[config.mk]
export PLATFORM = sky130hd
export DESIGN_NAME = operand_fetch_seq
export DESIGN_NICKNAME = d
export VERILOG_FILES = /design/src/rtl/operand_fetch_seq.sv
export SDC_FILE = /design/constraint.sdc
export NUM_CORES = 1
export LEC_CHECK = 0
export CAP_MARGIN = 10
export CORE_UTILIZATION = 40
export CTS_BUF_LIST = sky130_fd_sc_hd__clkbuf_16
export CTS_CLUSTER_DIAMETER = 80
export CTS_CLUSTER_SIZE = 12
export DETAILED_ROUTE_END_ITERATION = 10
export MAX_ROUTING_LAYER = met4
export PLACE_DENSITY = 0.75
export SYNTH_ARGS = -nofsm -noshare
export SYNTH_HDL_FRONTEND = slang
export SYNTH_SLANG_ARGS = --single-unit
[constraint.sdc]
create_clock -name clk -period 1.5 [get_ports clk]
set_input_delay 0.225 -clock clk [delete_from_list [all_inputs] [get_ports clk]]
set_output_delay 0.225 -clock clk [all_outputs]
set_load 0.1 [all_outputs]
[src/rtl/operand_fetch_seq.sv]
// operand_fetch_seq
// Operand / effective-address fetch sequencer. Once started, it pulls
// 1..BYTES bytes from the PC stream, most significant byte first, and
// assembles them into ea. It honours the memory ready handshake and can be
// cancelled with abort.
//
// Ports
//   clk, rst_n   : clock (rising edge) and asynchronous active-low reset
//   start, mode  : begin a sequence; mode 0=direct 1=extended 2=imm8 3=imm-wide
//   abort        : synchronous cancel of an in-flight sequence
//   dp           : direct-page register, the high byte of a direct address
//   mem_data     : read data from the PC-addressed fetch
//   mem_ready    : mem_data is valid this cycle
//   active       : sequencer is busy (not IDLE)
//   mem_read_pc  : request a read at PC
//   pc_inc       : advance PC (a byte was accepted)
//   ar_fetch     : one-hot field select, bit BYTES-1-k while fetching byte k
//   ea, is_imm   : assembled address/operand, and flag marking immediate data
//   done         : one-cycle completion pulse
//
// state  | meaning
// IDLE   | waiting for start
// FETCH  | requesting/accepting bytes from the PC stream
// DONE   | ea complete, done pulsed for one cycle
module operand_fetch_seq #(
  parameter int DATA_W = 8,
  parameter int ADDR_W = 16   // integer multiple of DATA_W, at least 2x
) (
  input  logic                               clk,
  input  logic                               rst_n,
  input  logic                               start,
  input  logic [1:0]                         mode,
  input  logic                               abort,
  input  logic [DATA_W-1:0]                  dp,
  input  logic [DATA_W-1:0]                  mem_data,
  input  logic                               mem_ready,
  output logic                               active,
  output logic                               mem_read_pc,
  output logic                               pc_inc,
  output logic [(ADDR_W/DATA_W)-1:0]         ar_fetch,
  output logic [ADDR_W-1:0]                  ea,
  output logic                               is_imm,
  output logic                               done
);

  localparam int BYTES = ADDR_W / DATA_W;
  localparam int CNT_W = (BYTES > 1) ? $clog2(BYTES) : 1;

  localparam logic [1:0] S_IDLE  = 2'd0;
  localparam logic [1:0] S_FETCH = 2'd1;
  localparam logic [1:0] S_DONE  = 2'd2;

  localparam logic [1:0] M_DIRECT = 2'd0;
  localparam logic [1:0] M_EXT    = 2'd1;
  localparam logic [1:0] M_IMM8   = 2'd2;
  localparam logic [1:0] M_IMMW   = 2'd3;

  localparam logic [CNT_W-1:0] K_LAST_FULL = CNT_W'(BYTES - 1);
  localparam logic [BYTES-1:0] FIELD_MSB   = {1'b1, {(BYTES-1){1'b0}}};

  logic [1:0]        state_q;
  logic [1:0]        mode_q;
  logic [CNT_W-1:0]  idx_q;
  logic [CNT_W-1:0]  last_q;
  logic [ADDR_W-1:0] ea_q;
  logic              is_imm_q;
  logic [ADDR_W-1:0] ea_next;
  logic              accept;

  // abort wins over mem_ready, so an aborted cycle never advances PC
  assign accept = (state_q == S_FETCH) && mem_ready && !abort;

  // direct mode replaces ea with {dp, byte}; every other mode shifts the new
  // byte in at the bottom, which zero-extends imm8 because ea starts at 0
  always_comb begin
    ea_next = '0;
    if (mode_q == M_DIRECT) begin
      ea_next[2*DATA_W-1:0] = {dp, mem_data};
    end else begin
      ea_next = {ea_q[ADDR_W-DATA_W-1:0], mem_data};
    end
  end

  always_ff @(posedge clk or negedge rst_n) begin
    if (!rst_n) begin
      state_q  <= S_IDLE;
      mode_q   <= M_DIRECT;
      idx_q    <= '0;
      last_q   <= '0;
      ea_q     <= '0;
      is_imm_q <= 1'b0;
    end else begin
      case (state_q)
        S_IDLE: begin
          if (start && !abort) begin
            state_q  <= S_FETCH;
            mode_q   <= mode;
            idx_q    <= '0;
            last_q   <= ((mode == M_EXT) || (mode == M_IMMW)) ? K_LAST_FULL : '0;
            ea_q     <= '0;
            is_imm_q <= (mode == M_IMM8) || (mode == M_IMMW);
          end
        end
        S_FETCH: begin
          if (abort) begin
            state_q <= S_IDLE;
          end else if (mem_ready) begin
            ea_q  <= ea_next;
            idx_q <= idx_q + CNT_W'(1);
            if (idx_q == last_q) begin
              state_q <= S_DONE;
            end
          end
        end
        S_DONE: begin
          state_q <= S_IDLE;
        end
        default: begin
          state_q <= S_IDLE;
        end
      endcase
    end
  end

  assign active      = (state_q != S_IDLE);
  assign mem_read_pc = (state_q == S_FETCH);
  assign pc_inc      = accept;
  assign ar_fetch    = (state_q == S_FETCH) ? (FIELD_MSB >> idx_q) : '0;
  assign ea          = ea_q;
  assign is_imm      = is_imm_q;
  assign done        = (state_q == S_DONE) && !abort;

endmodule

==> results.sh <==
export IMPL_status="complete, but fails checks"
export IMPL_violations="negative setup slack"
export IMPL_synth_cell_types=22
export IMPL_synth_area_um2=997
export IMPL_power_switching_uw=1310
export IMPL_cp_endpoint="done"
export IMPL_synth_top_cell_by_area="dfrtp_1"
export IMPL_reg2reg_from="state_q[0]$_DFFE_PN0P_"
export IMPL_synth_nets=94
export IMPL_path_delay_family="buffers and inverters"
export IMPL_max_cap_viol_count=0
export IMPL_path_buf_inv=2
export IMPL_ys_async_sr_fraction=1.00
export IMPL_diodes=0
export IMPL_grt_max_degree=24
export IMPL_hpwl_um=1800
export IMPL_clockPowerShare=0.189
export IMPL_finish_utilization=0.828
export IMPL_port_buffers=45
export IMPL_cp_depth=3
export IMPL_r2r_slack_ps=90
export IMPL_timing_rr_end="ea[7]$_DFFE_PN0P_"
export IMPL_period_share=1.00
export IMPL_ir_drop_uv=1210
export IMPL_fin_crit_ps=1500
export IMPL_synth_common_cells="dfrtp_1, a22o_1, mux2i_1, o2bb2ai_1, mux2_2"
export IMPL_yosysSeqAreaShare=0.577
export IMPL_clk_latency_ps=250
export IMPL_rows=17
export IMPL_drt_total_wl_um=2580
export IMPL_setup_worst_path_start="abort"
export IMPL_ant_nets=0
export IMPL_dp_cells=148
export IMPL_h_tree_depth=1
export IMPL_start_util=0.438
export IMPL_crit_type="input pin to output pin"
export IMPL_drtPass1Iterations=4
export IMPL_die_area_mm2=0.00270
export IMPL_critPathLaunchType="input pin"
export IMPL_relSlewSlack=0.692
export IMPL_yosysTopAreaCellShare=0.577
export IMPL_p_sw_frac=0.434
export IMPL_p_seq_frac=0.292
export IMPL_synthTopCellsByArea="dfrtp_1, mux2i_1, a22o_1, o2bb2ai_1, mux2_2"
export IMPL_critical_path_cell_chain="clkdlybuf4s50_1 > nor3b_2 > buf_12"
export IMPL_layout_nets=152
export IMPL_syn_avg_cell_area_um2=14.0
export IMPL_cts_buffers_inserted=3
export IMPL_cts_tree="yes"
export IMPL_reg2reg_depth=6
export IMPL_cellPowerDensity_mw_per_mm2=1600
export IMPL_crit_slowest_cell="clkdlybuf4s50_1"
export IMPL_crit_fanout=3
export IMPL_io_pins=46
export IMPL_antenna_found_initial=0
export IMPL_core_area_mm2=0.00228
export IMPL_root_buffer="clkbuf_16"
export IMPL_drtIter0Drc=16
export IMPL_ys_seq_elements=23
export IMPL_synth_most_common_cell="dfrtp_1"
export IMPL_overflow=0
export IMPL_grt_pass1_vias=879
export IMPL_clk_transition_reported_paths_ps=60
export IMPL_areaGrowthSynthToFinish_pct=89.0
export IMPL_fin_ws_ps=-3.50
export IMPL_setup_viol_count_final=1
export IMPL_skew_ps=3.20
export IMPL_final_fill_count=121
export IMPL_rsz0062_at_grt="yes"
export IMPL_cts_sinks=23
export IMPL_via_per_inst=5.31
export IMPL_combPwrFrac=0.519
export IMPL_die_h_um=51.9
export IMPL_slew_viol_final=0
export IMPL_p_int_uw=1700
export IMPL_worst_slew_pin_slew_ps=460
export IMPL_p_leak_uw=0.000827
export IMPL_avgRoutedWirePerCell_um=16.5
export IMPL_final_cells=156
export IMPL_die_w_um=51.9
export IMPL_synth_ff_type="dfrtp_1"
export IMPL_required_ps=1270
export IMPL_grtUsageTotal=0.229
export IMPL_synth_edf_count=0
export IMPL_slowest_delay_ps=500
export IMPL_drive_gt1_frac=0.430
export IMPL_drc=0
export IMPL_worstPathArrival_ps=1280
export IMPL_hp_class="input pin to async pin"
export IMPL_synthCells=71
export IMPL_crit_path_end_kind="output pin"
export IMPL_clockBufferDepth=2
export IMPL_place_gp_congestion=0.796
export IMPL_yosys_warnings=0
export IMPL_final_hold_viol_count=0
export IMPL_fmax_mhz=665
export IMPL_grt_pass1_wl_um=4220
export IMPL_vias=829
[state kept, by name, summed over array words and instances, names as in the netlist]
name     cells
mode_q       2
is_imm       1
state_q      2
idx_q        1
last_q       1
ea          16
[power by group through the flow]
stage	clock network, µW	registers [µW]	logic (µW)
detailed placement	0	881	1540
finish	568	878	1560
CTS	576	877	1560
floorplan	0	1380	433
global placement	0	875	1530
global route	600	892	1610
[per-layer routing]
| layer | vias to the layer above | GRT usage | wire length [µm] |
|---|---|---|---|
| li1 | 382 | - | - |
| met1 | 414 | 0.272 | 1010 |
| met2 | 27 | 0.385 | 1430 |
| met3 | 6 | 0.0351 | 115 |
| met4 | 0 | 0.0946 | 32 |
| met5 | - | - | 0 |
[metrics by stage]
stage               power (µW)  setup TNS (ps)  setup slack (ps)  hold slack, ps  cell area [µm²]
detailed placement        2420            -339             -43.6             533             1760
finish                    3010           -3.50             -3.50             333             1880
CTS                       3010           -7.31             -7.31             346             1850
global placement          2400           -45.5             -16.7             514             1760
global route              3100            -108             -41.3             365             1880
floorplan                 1810            -589              -350           -70.6             1020
[cell type report]
type                    count  area (µm²)  area share
clock inverters             1        5.00     0.00266
repair buffers             54         748       0.397
flip-flops and latches     23         577       0.306
inverters                   2        16.3     0.00863
clock buffers               3        75.1      0.0398
well taps                  28        35.0      0.0186
multi-input cells          45         428       0.227
[what timing repair did]
action                                  in CTS  in global routing
pin swaps                                    1                  2
hold buffers                                 0                  0
gates resized for setup                      3                  2
hold endpoints to repair                     0                  0
endpoints found under the setup margin       3                  3
setup buffers                                1                  3
[cell families (layout without fill, tap and decap cells)]
group,count (synthesis),after routing,synth area share
DFF,23,23,0.577
and+or+nand+nor,13,13,0.0904
buffers and inverters,3,60,0.0213
xor gates and xnor gates,1,1,0.00878
muxes,13,13,0.137
AOI/OAI and AO/OA,18,18,0.166
[worst min-delay path by stage]
stage | startpoint | end | slack (ps) | cells past startpoint
after global routing | rst_n | ea[0]$_DFFE_PN0P_ | 360 | 2
final | rst_n | ea[0]$_DFFE_PN0P_ | 330 | 2
after floorplan | rst_n | ea[0]$_DFFE_PN0P_ | -70 | 0
after CTS | rst_n | ea[0]$_DFFE_PN0P_ | 350 | 2
after global placement | last_q$_DFFE_PN0P_ | last_q$_DFFE_PN0P_ | 510 | 1
after detailed placement | last_q$_DFFE_PN0P_ | last_q$_DFFE_PN0P_ | 530 | 1
[worst reg2reg max path: cells and delay by family, from the launching register on]
kind | cells | cell delay, ps
DFF | 1 | 460
and+or+nand+nor | 2 | 270
buffers and inverters | 3 | 340
AOI/OAI and AO/OA | 1 | 220
[layout by cell type (no fill, tap or decap), drive strengths merged]
cell type      instances
dfrtp                 23
clkbuf                 3
nor3b                  1
a22o                   8
clkdlybuf4s50         22
o2bb2ai                8
nor2                   3
xnor2                  1
nor2b                  1
and3                   1
a211o                  1
clkinvlp               1
o21ai                  1
nand2                  3
nand2b                 1
or2                    1
and2                   2
buf                   32
mux2i                  8
mux2                   5
clkinv                 2
Power figures use the tool's default switching activity.
